[config.mk]
export PLATFORM = sky130hd
export DESIGN_NAME = seq_divider
export DESIGN_NICKNAME = d
export VERILOG_FILES = /design/src/rtl/lab4_pkg.sv /design/src/rtl/hex_driver.sv /design/src/rtl/seq_divider.sv
export SDC_FILE = /design/constraint.sdc
export NUM_CORES = 1
export LEC_CHECK = 0
export BUFFER_PORTS_ARGS = -buffer_cell sky130_fd_sc_hd__buf_2
export CORE_UTILIZATION = 30
export DETAILED_ROUTE_END_ITERATION = 8
export PLACE_DENSITY_LB_ADDON = 0.2
export SLEW_MARGIN = 20
export SYNTH_ARGS = -nofsm -noshare
export SYNTH_HDL_FRONTEND = slang
export SYNTH_SLANG_ARGS = --single-unit
export TNS_END_PERCENT = 5
[constraint.sdc]
create_clock -name clk -period 5.11 [get_ports clk]
set_clock_uncertainty 0.15 [all_clocks]
set_input_delay 1.2775 -clock clk [delete_from_list [all_inputs] [get_ports clk]]
set_output_delay 1.2775 -clock clk [all_outputs]
set_load 0.01 [all_outputs]
[src/rtl/lab4_pkg.sv]
// rtl/lab4_pkg.sv - shared FSM state type and seven-segment table for seq_divider
// Contents:
//   state_t    : divider FSM states
//   abs8       : 8-bit two's complement magnitude (abs8(8'h80) = 8'h80)
//   seg_table  : hex nibble -> active-low {dp,g,f,e,d,c,b,a}, dp always off
package lab4_pkg;

  typedef enum logic [2:0] {
    IDLE   = 3'd0,
    LOAD   = 3'd1,
    DIVIDE = 3'd2,
    FIXUP  = 3'd3,
    DONE   = 3'd4
  } state_t;

  function automatic logic [7:0] abs8(input logic [7:0] x);
    return x[7] ? (~x + 8'd1) : x;
  endfunction

  function automatic logic [7:0] seg_table(input logic [3:0] n);
    case (n)
      4'h0: return 8'hC0;
      4'h1: return 8'hF9;
      4'h2: return 8'hA4;
      4'h3: return 8'hB0;
      4'h4: return 8'h99;
      4'h5: return 8'h92;
      4'h6: return 8'h82;
      4'h7: return 8'hF8;
      4'h8: return 8'h80;
      4'h9: return 8'h90;
      4'hA: return 8'h88;
      4'hB: return 8'h83;
      4'hC: return 8'hC6;
      4'hD: return 8'hA1;
      4'hE: return 8'h86;
      default: return 8'h8E;
    endcase
  endfunction

endpackage

[src/rtl/hex_driver.sv]
// rtl/hex_driver.sv - four-digit multiplexed seven-segment scanner
// Ports:
//   clk, reset         : clock, synchronous active-high reset
//   nib3..nib0         : digits shown on grid bits 3..0
//   hex_segA [7:0]     : active-low segments {dp,g,f,e,d,c,b,a}
//   hex_gridA [3:0]    : active-low digit enables, one low at a time
module hex_driver
  import lab4_pkg::*;
#(
  parameter int REFRESH_BITS = 16
) (
  input  logic       clk,
  input  logic       reset,
  input  logic [3:0] nib3,
  input  logic [3:0] nib2,
  input  logic [3:0] nib1,
  input  logic [3:0] nib0,
  output logic [7:0] hex_segA,
  output logic [3:0] hex_gridA
);

  // Top two bits select the digit, so each digit is held 2^REFRESH_BITS clocks.
  logic [REFRESH_BITS+1:0] refresh;
  logic [1:0]              sel;
  logic [3:0]              digit;

  assign sel = refresh[REFRESH_BITS+1 -: 2];

  always_ff @(posedge clk) begin
    if (reset) refresh <= '0;
    else       refresh <= refresh + 1'b1;
  end

  always_comb begin
    digit     = nib3;
    hex_gridA = 4'b0111;
    case (sel)
      2'd0: begin digit = nib3; hex_gridA = 4'b0111; end
      2'd1: begin digit = nib2; hex_gridA = 4'b1011; end
      2'd2: begin digit = nib1; hex_gridA = 4'b1101; end
      default: begin digit = nib0; hex_gridA = 4'b1110; end
    endcase
    hex_segA = seg_table(digit);
  end

endmodule

[src/rtl/seq_divider.sv]
// rtl/seq_divider.sv - 8-bit signed sequential restoring divider with hex display
// Ports:
//   clk            : clock
//   reset_load_clr : synchronous active-high reset; captures sw_i as divisor
//   run_i          : start request (rising edge, IDLE only)
//   sw_i [7:0]     : divisor at reset, dividend at run
//   Aval [7:0]     : remainder (sign follows dividend)
//   Bval [7:0]     : quotient (truncated toward zero)
//   sign_LED       : Bval[7]
//   err_o          : last operation divided by zero
//   hex_segA/gridA : multiplexed display of {Aval, Bval}
module seq_divider
  import lab4_pkg::*;
#(
  parameter int REFRESH_BITS = 16
) (
  input  logic       clk,
  input  logic       reset_load_clr,
  input  logic       run_i,
  input  logic [7:0] sw_i,
  output logic [7:0] Aval,
  output logic [7:0] Bval,
  output logic       sign_LED,
  output logic       err_o,
  output logic [7:0] hex_segA,
  output logic [3:0] hex_gridA
);

  state_t     state;
  logic       run_prev;
  logic [7:0] divisor;
  logic [7:0] dividend;
  logic [7:0] abs_div;
  logic [7:0] rem;
  logic [7:0] quo;
  logic [2:0] count;

  // One restoring step: shift {rem,quo} left, subtract if the divisor fits.
  // Nine bits because a shifted remainder can exceed 8-bit range for |divisor| = 0x80.
  logic [8:0] shifted;
  logic       fits;
  logic [8:0] step_rem;

  assign shifted  = {rem, quo[7]};
  assign fits     = shifted >= {1'b0, abs_div};
  assign step_rem = fits ? (shifted - {1'b0, abs_div}) : shifted;
  assign sign_LED = Bval[7];

  always_ff @(posedge clk) begin
    if (reset_load_clr) begin
      state    <= IDLE;
      Aval     <= 8'h00;
      Bval     <= 8'h00;
      err_o    <= 1'b0;
      divisor  <= sw_i;
      dividend <= 8'h00;
      abs_div  <= 8'h00;
      rem      <= 8'h00;
      quo      <= 8'h00;
      count    <= 3'd0;
      run_prev <= 1'b1;  // a button already held at reset is not an edge
    end else begin
      run_prev <= run_i;
      case (state)
        IDLE: begin
          if (run_i && !run_prev) state <= LOAD;
        end
        LOAD: begin
          dividend <= sw_i;
          abs_div  <= abs8(divisor);
          quo      <= abs8(sw_i);
          rem      <= 8'h00;
          count    <= 3'd0;
          if (divisor == 8'h00) begin
            state <= FIXUP;
          end else begin
            err_o <= 1'b0;
            state <= DIVIDE;
          end
        end
        DIVIDE: begin
          rem   <= step_rem[7:0];
          quo   <= {quo[6:0], fits};
          count <= count + 3'd1;
          if (count == 3'd7) state <= FIXUP;
        end
        FIXUP: begin
          if (divisor == 8'h00) begin
            Aval  <= dividend;
            Bval  <= 8'hFF;
            err_o <= 1'b1;
          end else begin
            Bval <= (dividend[7] ^ divisor[7]) ? (~quo + 8'd1) : quo;
            Aval <= dividend[7] ? (~rem + 8'd1) : rem;
          end
          state <= DONE;
        end
        DONE: begin
          if (!run_i) state <= IDLE;
        end
        default: state <= IDLE;
      endcase
    end
  end

  hex_driver #(
    .REFRESH_BITS(REFRESH_BITS)
  ) u_hex (
    .clk      (clk),
    .reset    (reset_load_clr),
    .nib3     (Aval[7:4]),
    .nib2     (Aval[3:0]),
    .nib1     (Bval[7:4]),
    .nib0     (Bval[3:0]),
    .hex_segA (hex_segA),
    .hex_gridA(hex_gridA)
  );

endmodule

Yosys cells after proc, flatten, opt, wreduce, memory -nomap -nowiden
Memories as Yosys holds them, arrays and structs flattened.
Index checks and enable logic that the tools add are counted.

word-level totals
  register bits after elaboration = 82
  latch bits = 0
  RAM bits = 0
  ROM bits = 112
  input bits = 11
  logic and storage cells = 67
  memories kept = 1

memories
  memory            depth  bits a word  read ports  clocked after Yosys merged registers in  write ports  line            text
  (name not given)  16     7            1           0                                        0            lab4_pkg.sv:21  case (n)

operators by class
  $add $sub $neg = 7
  $mul = 0
  divide/modulo/power cells = 0
  magnitude comparators = 1
  equal/unequal tests = 12
  shifts and indexed selects = 0
  mux-type cells = 20
  bitwise operators = 5
  reductions and logical operators = 9

operators with widths
  kind                   number
  $mux 8                 7
  $add 8x1->8 const B    4
  $not 8->8              4
  $pmux 8 s2             2
  $pmux 4 s3             2
  $add 18x1->18 const B  1
  $pmux 3 s5             1
  $ne 2x2->1 const B     5
  $ge 9x8->1             1
  $mux 3                 3
  $logic_not 8->1        1
  $sub 8x8->8            1
  $eq 3x2->1 const B     2
  $eq 3x3->1 const B     2
  $pmux 3 s2             1
  $reduce_and 3->1       2
  $reduce_bool 2->1      2
  $add 3x1->3 const B    1
  $eq 3x1->1 const B     1
  $logic_not 3->1        1
  $mux 1                 3
  $eq 2x1->1 const B     1
  $eq 2x2->1 const B     1
  $logic_not 2->1        1
  other kinds (4)        4

Logic depth before layout (Yosys ltp)
Gate-level depths: netlist of the first run.

  depth in word-level cells = 4
  depth in mapped cells = 9

Hierarchy
From an unflattened synthesis of the first run, not the netlist that was laid out.

unflattened totals
  cells, all modules = 532
  area total of the unflattened synthesis = 4598.2 um^2

by module, submodules not included
  module       instances  cells an instance  area each (um^2)  seq. area each (um^2)
  seq_divider  1          386                3358.2            1361.3
  hex_driver   1          146                1239.9            360.3

Least setup slack after synthesis of the first run
Ideal clock, no wire load.

  kind = register -> output
  start point = register u_hex.refresh[16]
  end point = output port hex_segA[3]
  arrival time = 1.950 ns
  data required time = 3.683 ns
  slack = 1.733 ns
  cell stages (with the launch flop) = 6
  cell sequence = dfxtp_1 > buf_2 > mux4_2 > inv_1 > ha_1 > mux4_2

on the way
  longest elaborated chain between the ends = 3
  elaborated cells between the ends (all ways) = 5
  classes of those cells = eq/ne (2); mux (1); reduce/logical (1); memory (1)

ends and longest elaborated chain
  element                             line               text
  start, declared                     hex_driver.sv:23   logic [REFRESH_BITS+1:0] refresh;
  start signal, assigned              hex_driver.sv:31   else refresh <= refresh + 1'b1;
  $eq 2x2->1 (tied with other cells)  hex_driver.sv:37   case (sel)
  $pmux 4 s3 (*)                      hex_driver.sv:37
  $mem_v2 16x7 (*)                    -
  end, declared                       seq_divider.sv:25  output logic [7:0] hex_segA,

Mark *: on every way between the ends. The rest lies on a longest branch, timed or not.

Worst setup path after layout of the first run
Same ends and word-level chain as after synthesis.

==> flow_summary_export.csv, run 1 <==
group,metric,value,unit
clock_tree,cts-resized-gates,0,
global_route,antenna_found_initial,1,
routing,drc,12,
global_route,grt-busiest-layer,"met2",
global_route,grt_pass1_wl,18.0,mm
pwr,power,1.62,mW
cells_and_area,antenna_cells,0,
synthesis,syn_inst,527,
clock_tree,cts_sinks,82,
status,violations,"design-rule violations",
critical_path,path_max_fanout,11,
die,num_rows,44,
job,drv_cap,0,
pwr,p_comb_frac,0.127,
cells_and_area,final_nets,580,
global_route,grt_pass1_vias,3466,
pwr,peakVddDrop,140,uV
routing,first_pass_iters,6,
clock_tree,clkTransAtPathRegs,0.06,ns
die,dieArea,15600,um^2
synthesis,yosysUniqueCellTypes,61,
placed_design,gp_congestion,0.791,
clock_tree,htree_levels,3,
timing,rsz0062_at_grt,"false",
routing,first_iter_violations,218,
timing,finalCritPeriodShare,0.782,
routing,drtAntennaViolNets,0,
cells_and_area,drive_above_1_share,0.138,
die,die_w,125,um
pwr,pwr-share-clk,0.441,
pwr,switchingPower,0.414,mW
pwr,p_sw_frac,0.255,
routing,wl_per_cell,14.7,um
routing,wl,10.9,mm
synthesis,ys_seq_elements,82,
synthesis,synth_top_cell_by_area,"dfxtp_1",
clock_tree,clk_latency,0.34,ns
synthesis,synthFlopType,"dfxtp_1",
critical_path,endpoint_kind,"output pin",
routing,vias_per_cell,5.09,
timing,setup_viol,0,
timing,final_hold_viol_count,0,
clock_tree,cts-root-buf,"clkbuf_16",
synthesis,postSynth.asyncResetShare,0,
clock_tree,post_cts_buffers,0,
placed_design,port_buffers,39,
global_route,grt.met1_usage,0.204,
die,fp.dieH,125,um
timing,max_slew.worst_pin.slew,0.993,ns
synthesis,synth_area_leaders,"dfxtp_1, nand2_1, ha_1, edfxtp_1, xor2_1",
status,status,"finished with violations",
die,initial_core_util,0.309,
synthesis,synth_area,4530,um^2
clock_tree,tritoncts,"done",
cells_and_area,final_util,0.350,
pwr,p_per_area,316,nW/um^2
global_route,grtUsageMet3,0.0279,
synthesis,synth_area_per_cell,8.59,um^2
synthesis,synth_edf_count,8,
critical_path,start_kind,"flip-flop",
hold_path,holdCritPathClass,"flip-flop to flip-flop",
global_route,grt_overflow_total,0,
critical_path,arrival,2.57,ns
synthesis,synth_warnings,0,
timing,period_needed,4.00,ns
placed_design,dp_hpwl,8.01,mm
critical_path,crit_required,3.68,ns
pwr,power.internal,1.21,mW
synthesis,synth_fp_nets,560,
die,fp.coreArea,14600,um^2
global_route,grt_max_degree,54,
timing,slew_headroom,0.335,
global_route,met2_usage,0.215,
routing,via_count,3747,
pwr,pwr-share-seq,0.431,
pwr,power.leakage,1.88,nW
die,ios,41,
critical_path,critPathKind,"flip-flop to output pin",
synthesis,synth_top_area_frac,0.327,
synthesis,ys_seq_area_frac,0.380,
global_route,track_usage,0.143,
clock_tree,postCtsHoldBufs,0,
cells_and_area,syn_to_final_growth,13.2,%
cells_and_area,fillers,1523,
timing,tns,0,ns
clock_tree,numCtsBuffers,9,
timing,slew_violations,0,
timing,max_freq,250,MHz
clock_tree,max-clock-path-buffers,2,
==> state kept, by name (all words and copies together) (netlist names) <==
name and flops:
err_o 1, quo 8, rem 8, run_prev 1
abs_div 8, state 3, u_hex.refresh 18, divisor 8
Bval 8, dividend 8, count 3, Aval 8
==> final timing paths <==
| path | from | to | slack (ns) | depth (start not counted) |
|---|---|---|---|---|
| max | u_hex.refresh[16]$_SDFF_PP0_ | hex_segA[3] | 1.11 | 5 |
| min | dividend[0]$_SDFFE_PP0N_ | dividend[0]$_SDFFE_PP0N_ | 0.31 | 2 |
| max reg2reg | rem[2]$_SDFFE_PP0N_ | rem[3]$_SDFFE_PP0N_ | 2.41 | 6 |
| min reg2reg | dividend[0]$_SDFFE_PP0N_ | dividend[0]$_SDFFE_PP0N_ | 0.31 | 2 |
==> synthesized netlist by cell type, drive strengths merged, types with 6 or more instances <==
cell	number
buf	9
ha	21
nand3	10
o31ai	7
or2	7
o21ai	17
a211oi	17
clkbuf	23
nor2	59
nand4	7
o211ai	13
xor2	26
nand2	72
xnor2	16
edfxtp	8
nor4	6
dfxtp	74
inv	23
nand2b	8
a21oi	29
==> cells in the final DEF (no fill, tap or decap), types with 3 or more instances in the layout <==
cell | Yosys | routed
o21ai_0 | 17 | 17
nor2_1 | 59 | 59
nor4_1 | 5 | 5
o211ai_1 | 13 | 13
and3_1 | 4 | 4
inv_1 | 23 | 23
a22oi_1 | 3 | 3
edfxtp_1 | 8 | 8
a21boi_0 | 4 | 4
nand2_1 | 72 | 72
a222oi_1 | 5 | 5
a31oi_1 | 4 | 4
a211o_1 | 3 | 3
nand3_1 | 9 | 9
nand2b_1 | 8 | 8
clkbuf_16 | 0 | 10
nand4_1 | 7 | 7
buf_2 | 2 | 39
xnor2_1 | 16 | 16
a21oi_1 | 27 | 27
nor3_1 | 5 | 5
mux4_2 | 5 | 5
mux2i_1 | 4 | 4
or3_1 | 4 | 4
dfxtp_1 | 74 | 74
o31ai_1 | 7 | 7
a211oi_1 | 17 | 17
xor2_1 | 26 | 26
a21o_1 | 3 | 3
nor3b_1 | 3 | 3
ha_1 | 21 | 21
or2_2 | 7 | 7
nor2b_1 | 3 | 3
==> routing by layer <==
layer  routed length [um]  vias up
met5                   13        -
met4                  114        2
met3                  509        9
met2                 4710       70
met1                 5500     1770
li1                     -     1896
==> area by class of cell <==
class	instances	area, um^2	area share
multi-input combinational	390	2550	0.497
sequential	82	1720	0.336
clock buffer	12	258	0.0503
tap	184	230	0.0449
timing repair buffer	41	210	0.0410
inverter	23	86.3	0.0168
clock inverter	4	73.8	0.0144
==> cell families after synthesis <==
logic type / share of synthesized area
other: 0.000828
adders and majority gates: 0.0624
buffers and inverters: 0.0572
xor gates and xnor gates: 0.0812
and+or+nand+nor: 0.201
DFF: 0.380
muxes: 0.0387
AOI/OAI and AO/OA: 0.178
==> critical path, stage by stage (launching register included) <==
cell	delay, ns
dfxtp_1	0.58
mux4_2	0.64
inv_1	0.16
ha_1	0.26
mux4_2	0.44
buf_2	0.15
==> stage by stage <==
step                      instances  hold slack, ns  worst slack [ns]  area, um^2
final                           736           0.307              1.11        5130
after CTS                       736           0.306              1.08        5130
after floorplan                 527           0.280              1.73        4530
after detailed placement        720           0.297              1.45        4800
after global placement          720           0.291              1.54        4800
after global routing            736           0.336             0.968        5130
==> power by group through the flow <==
stage | Combinational, mW | Clock [mW] | Sequential [mW]
3_3_place_gp | 0.205 | 0 | 0.714
2_1_floorplan | 0.169 | 0 | 0.703
3_5_place_dp | 0.207 | 0 | 0.714
5_1_grt | 0.234 | 0.765 | 0.704
6_report | 0.207 | 0.716 | 0.700
4_1_cts | 0.208 | 0.729 | 0.700
No activity file was read; power rests on OpenSTA's default activity.
==> inputs of run 2 (changes only) <==
--- a/config.mk
+++ b/config.mk
@@ -5,6 +5,7 @@
 export SDC_FILE = /design/constraint.sdc
 export NUM_CORES = 1
 export LEC_CHECK = 0
+export ABC_AREA = 1
 export BUFFER_PORTS_ARGS = -buffer_cell sky130_fd_sc_hd__buf_2
 export CORE_UTILIZATION = 30
 export DETAILED_ROUTE_END_ITERATION = 8
==> constraint.sdc (replaced) <==
create_clock -name clk -period 3.9 [get_ports clk]
set_clock_uncertainty 0.15 [all_clocks]
set_input_delay 0.975 -clock clk [delete_from_list [all_inputs] [get_ports clk]]
set_output_delay 0.975 -clock clk [all_outputs]
set_load 0.01 [all_outputs]
==> run 2 against run 1 <==
The flow now finishes without violations; design area up 7.5%; sequential power up 43%; die area up 6.4%; combinational power rose to 4.8 times the previous value; cell count up 26%; via count up 18%; setup slack worse by 0.77 ns; clock power up 34%; critical path depth up 2; non-clock buffer count unchanged; power up 82%.
==> flow_summary_export.csv, run 2 <==
group,metric,value,unit
die,dieArea,16600,um^2
routing,wl_per_cell,13.5,um
placed_design,port_buffers,39,
global_route,grt_overflow_total,0,
critical_path,path_max_fanout,13,
placed_design,gp_congestion,0.910,
hold_path,holdCritPathClass,"flip-flop to flip-flop",
critical_path,arrival,2.43,ns
die,initial_core_util,0.313,
die,die_w,129,um
synthesis,ys_seq_elements,82,
critical_path,r2r_setup_slack,1.75,ns
global_route,grt_max_degree,46,
clock_tree,numCtsBuffers,9,
synthesis,synth_edf_count,8,
clock_tree,htree_levels,3,
synthesis,syn_inst,683,
synthesis,synth_common_cells,"nand2_1, inv_1, dfxtp_1",
cells_and_area,antenna_cells,0,
timing,finalCritPeriodShare,0.912,
timing,setup_viol,0,
synthesis,synth_area_per_cell,7.06,um^2
clock_tree,clkTransAtPathRegs,0.06,ns
timing,period_needed,3.56,ns
critical_path,start_kind,"flip-flop",
pwr,pwr-share-seq,0.339,
clock_tree,tritoncts,"done",
global_route,grt_pass1_vias,4391,
clock_tree,post_cts_buffers,0,
status,status,"complete, no violations",
synthesis,postSynth.asyncResetShare,0,
pwr,switchingPower,1.10,mW
synthesis,synth_area_leaders,"dfxtp_1, nand2_1, inv_1, a21oi_1, nand3_1",
pwr,p_sw_frac,0.371,
synthesis,synthFlopType,"dfxtp_1",
synthesis,yosys.cell_count.top_type,"nand2_1",
clock_tree,cts_sinks,82,
clock_tree,cts-resized-gates,0,
clock_tree,max-clock-path-buffers,2,
job,drv_cap,0,
cells_and_area,top_register,"u_hex.refresh",
pwr,power.leakage,2.41,nW
cells_and_area,final_nets,746,
synthesis,synth_top_area_frac,0.307,
routing,via_count,4410,
cells_and_area,stdcell_count,928,
timing,slew_violations,0,
cells_and_area,final_common_cell,"nand2_1",
synthesis,synth_area,4820,um^2
cells_and_area,largest_reg_flops,18,
timing,rsz0062_at_grt,"false",
pwr,p_comb_frac,0.337,
placed_design,dp_hpwl,9.35,mm
timing,slew_headroom,0.576,
timing,tns,0,ns
clock_tree,postCtsHoldBufs,0,
timing,max_freq,281,MHz
timing,max_slew.worst_pin.slew,0.635,ns
global_route,track_usage,0.164,
synthesis,synth_top_cell_by_area,"dfxtp_1",
critical_path,endpoint_kind,"output pin",
critical_path,crit_required,2.77,ns
die,ios,41,
routing,first_iter_violations,202,
critical_path,critPathKind,"flip-flop to output pin",
die,num_rows,45,
pwr,peakVddDrop,198,uV
synthesis,ys_seq_area_frac,0.357,
synthesis,yosysUniqueCellTypes,47,
clock_tree,clk_latency,0.34,ns
die,fp.coreArea,15400,um^2
pwr,pwr-share-clk,0.324,
timing,final_hold_viol_count,0,
pwr,p_per_area,536,nW/um^2
cells_and_area,mostFrequentLayoutCells,"nand2_1, inv_1, dfxtp_1",
routing,drtAntennaViolNets,0,
synthesis,synth_fp_nets,716,
synthesis,synth_warnings,0,
pwr,power.internal,1.86,mW
clock_tree,cts-root-buf,"clkbuf_16",
routing,vias_per_cell,4.75,
placed_design,dp_cells,913,
cells_and_area,syn_to_final_growth,14.3,%
cells_and_area,drive_above_1_share,0.139,
global_route,antenna_found_initial,0,
routing,drc,0,
global_route,grt_pass1_wl,21.3,mm
routing,wl,12.5,mm
routing,first_pass_iters,4,
die,fp.dieH,129,um
## run 2: layout make-up
cell class	count	area (um^2)
fillers	1655	9910
multi-input cells	478	2600
flip-flops and latches	82	1720
inverters	101	379
well taps	211	264
clock buffers	10	250
repair buffers	41	210
clock inverters	5	85.1
## run 2: path summary, 6_finish.rpt
check | cells after the start | end | start
setup reg to reg | 12 | rem[4]$_SDFFE_PP0N_ | quo[7]$_SDFFE_PP0N_
setup / recovery | 7 | hex_segA[1] | u_hex.refresh[16]$_SDFF_PP0_
hold / removal | 2 | dividend[0]$_SDFFE_PP0N_ | dividend[0]$_SDFFE_PP0N_
hold reg to reg | 2 | dividend[0]$_SDFFE_PP0N_ | dividend[0]$_SDFFE_PP0N_
## run 2: per-stage QoR
stage	hold WS, ns	power, mW	worst slack, ns	area [um^2]	utilization
final	0.318	2.96	0.343	5510	0.357
after global routing	0.330	3.19	0.122	5510	0.357
after CTS	0.320	2.98	0.318	5510	0.357
after detailed placement	0.308	2.01	0.704	5180	0.336
after global placement	0.300	2.00	0.818	5180	0.336
after floorplan	0.279	1.78	1.02	4820	-
## run 2: cell families (layout without fill, tap and decap cells)
kind of cell,count (synthesis),after routing,share of synthesized area
buffers and inverters,123,157,0.103
adder cells (fa/ha/maj),22,22,0.0586
AND/OR/NAND/NOR,300,300,0.281
other,1,1,0.000777
flip-flops,82,82,0.357
XOR/XNOR,15,15,0.0311
AO/OA/AOI/OAI,140,140,0.168
## run 2: worst max-delay path, cell delays in order (launching register included)
cell and delay [ns]:
dfxtp_1 0.54, nand2_1 0.22, o21ai_1 0.38, inv_1 0.16
ha_1 0.33, o21ai_1 0.15, a21boi_1 0.16, buf_2 0.14
## run 2: routing by layer
metal / vias up / global-route usage / wire length, um
li1: 2296 / - / -
met4: 0 / 0.0651 / 228
met1: 2040 / 0.200 / 5920
met3: 19 / 0.0283 / 272
met5: - / 0 / 0
met2: 55 / 0.284 / 6120
## run 2: power by group through the flow
stage / logic, mW / registers (mW) / clock network, mW
3_3_place_gp: 0.986 / 1.02 / 0
5_1_grt: 1.15 / 1.01 / 1.02
2_1_floorplan: 0.786 / 0.994 / 0
3_5_place_dp: 0.993 / 1.02 / 0
6_report: 0.998 / 1.00 / 0.958
4_1_cts: 0.997 / 1.00 / 0.981
==> inputs of run 3 (changes only) <==
--- a/config.mk
+++ b/config.mk
@@ -7,7 +7,7 @@
 export LEC_CHECK = 0
 export ABC_AREA = 1
 export BUFFER_PORTS_ARGS = -buffer_cell sky130_fd_sc_hd__buf_2
-export CORE_UTILIZATION = 30
+export CORE_UTILIZATION = 58
 export DETAILED_ROUTE_END_ITERATION = 8
 export PLACE_DENSITY_LB_ADDON = 0.2
 export SLEW_MARGIN = 20
==> run 3 against run 2 <==
Via count increased by 2.9%; highest routed layer unchanged; sequential share of layout area rose by 1.6 points; worst hold slack gained 0.0078 ns; global-route usage up 12 points; critical path depth unchanged; die area is 48% lower; flip-flop and latch count did not move; routed wire length is 7.6% lower; combinational power fell by 1%; maximum frequency increased by 0.32%; register-to-register slack better by 0.03 ns.
==> flow_summary_export.csv, run 3 (synthesis gave the netlist of run 2 again) <==
group,metric,value,unit
status,status,"complete, no violations",
timing,holdWs,0.326,ns
cells_and_area,multi_input_area,2600,um^2
cells_and_area,top_register,"u_hex.refresh",
global_route,grt.met1_usage,0.371,
die,fp.dieH,93.2,um
clock_tree,numCtsBuffers,9,
pwr,power.leakage,2.35,nW
cells_and_area,fillers,666,
critical_path,r2r_start,"quo[7]$_SDFFE_PP0N_",
die,num_rows,32,
clock_tree,clkTransAtPathRegs,0.09,ns
global_route,grtUsageMet3,0.0488,
critical_path,crit_required,2.77,ns
timing,period_needed,3.55,ns
clock_tree,max-clock-path-buffers,2,
cells_and_area,mostFrequentLayoutCells,"nand2_1, inv_1, dfxtp_1",
pwr,p_per_area,501,nW/um^2
routing,wl_per_cell,14.1,um
global_route,grt_overflow_total,0,
die,initial_core_util,0.612,
timing,max_freq,282,MHz
pwr,peakVddDrop,361,uV
placed_design,gp_congestion,0.903,
cells_and_area,seq_area,1720,um^2
timing,postLayoutSetupSlackWorst,0.355,ns
global_route,antenna_found_initial,0,
cells_and_area,drive_above_1_share,0.139,
pwr,pwr-share-clk,0.243,
clock_tree,clk_latency,0.36,ns
clock_tree,cts-resized-gates,0,
clock_tree,cts-root-buf,"clkbuf_8",
critical_path,start_kind,"flip-flop",
global_route,grt_pass1_wl,19.4,mm
critical_path,arrival,2.42,ns
timing,tns,0,ns
pwr,power.internal,1.56,mW
critical_path,path_common_cell,"o21ai_1",
pwr,p_sw_frac,0.404,
clock_tree,cts_sinks,82,
routing,via_count,4539,
global_route,grt_pass1_vias,4190,
pwr,pwr-share-seq,0.381,
clock_tree,htree_levels,3,
routing,wl,11.6,mm
routing,drtAntennaViolNets,0,
timing,slew_violations,0,
critical_path,path_max_fanout,13,
pwr,power,2.63,mW
hold_path,holdCritPathClass,"flip-flop to flip-flop",
cells_and_area,antenna_cells,0,
timing,rsz0062_at_grt,"false",
pwr,switchingPower,1.06,mW
critical_path,r2r_setup_slack,1.78,ns
timing,max_slew.worst_pin.slew,1.03,ns
global_route,grt_max_degree,46,
routing,drc,0,
cells_and_area,syn_to_final_growth,8.79,%
global_route,grt-busiest-layer,"met2",
cells_and_area,final_common_cell,"nand2_1",
die,die_w,93.2,um
routing,first_iter_violations,273,
die,fp.coreArea,7890,um^2
hold_path,hold_depth,2,
critical_path,slowest_stage,"dfxtp_1",
placed_design,pre_cts_ws,0.731,ns
critical_path,rr_worst_depth,12,
critical_path,timing.critical_path.cells,"nand2_1 > o21ai_1 > inv_1 > ha_1 > o21ai_1 > a21boi_1 > buf_2",
timing,setup_viol,0,
global_route,met2_usage,0.473,
timing,slew_headroom,0.307,
job,drv_cap,0,
placed_design,port_buffers,39,
global_route,track_usage,0.285,
clock_tree,tritoncts,"done",
routing,vias_per_cell,5.54,
timing,final_hold_viol_count,0,
routing,first_pass_iters,4,
die,ios,41,
timing,finalCritPeriodShare,0.909,
critical_path,timing.rr.end,"rem[4]$_SDFFE_PP0N_",
clock_tree,post_cts_buffers,0,
clock_tree,postCtsHoldBufs,0,
pwr,p_comb_frac,0.375,
critical_path,critPathKind,"flip-flop to output pin",
die,dieArea,8690,um^2
hold_path,holdCritStartpoint,"dividend[5]$_SDFFE_PP0N_",
critical_path,slowest_delay,0.55,ns
cells_and_area,largest_reg_flops,18,
cells_and_area,final_nets,746,
hold_path,holdPathEnd,"dividend[5]$_SDFFE_PP0N_",
critical_path,endpoint_kind,"output pin",
placed_design,dp_hpwl,8.65,mm
## run 3: cell count changes in the layout (fill, tap and decap cells not counted), sizes merged
cell / before / now
bufinv: 2 / 1
clkbuf: 10 / 9
clkinv: 1 / 2
inv: 102 / 104
## run 3: final cells by class
type,instances,area share
inverters,101,0.0722
multi-input cells,478,0.496
well taps,102,0.0243
flip-flops and latches,82,0.328
clock inverters,7,0.0155
repair buffers,41,0.0401
clock buffers,9,0.0236
## run 3: power groups by stage
stage	clock network, mW	logic [mW]	registers [mW]
floorplan	0	0.786	0.994
global placement	0	0.945	1.02
detailed placement	0	0.971	1.02
CTS	0.651	0.982	1.00
global route	0.694	1.12	1.01
finish	0.639	0.986	1.00
## run 3: how the worst max path moves through the flow
stage	start	to	cells past startpoint
6_report	u_hex.refresh[16]$_SDFF_PP0_	hex_segA[1]	7
5_1_grt	u_hex.refresh[16]$_SDFF_PP0_	hex_segA[1]	7
4_1_cts	u_hex.refresh[16]$_SDFF_PP0_	hex_segA[1]	7
3_5_place_dp	u_hex.refresh[16]$_SDFF_PP0_	hex_segA[1]	7
3_3_place_gp	u_hex.refresh[16]$_SDFF_PP0_	hex_segA[1]	7
2_1_floorplan	u_hex.refresh[17]$_SDFF_PP0_	hex_segA[1]	7
## run 3: through the flow
step            util  instances  cell area, um^2
2_1_floorplan      -        683             4820
3_3_place_gp   0.639        804             5040
3_5_place_dp   0.639        804             5040
4_1_cts        0.665        820             5250
5_1_grt        0.665        820             5250
6_report       0.665        820             5250
## run 3: critical path, delay by kind of cell, from the launching register on
| kind | cells | cell delay (ns) |
|---|---|---|
| AND/OR/NAND/NOR | 1 | 0.23 |
| AO/OA/AOI/OAI | 3 | 0.69 |
| flip-flops | 1 | 0.55 |
| adder cells (fa/ha/maj) | 1 | 0.32 |
| buffers and inverters | 2 | 0.30 |
## run 3: per-layer routing
metal	vias to the layer above	wire length, um	share of wire
li1	2298	-	-
met3	27	657	0.057
met2	138	5450	0.47
met1	2076	5240	0.45
met4	0	238	0.021
met5	-	0	0
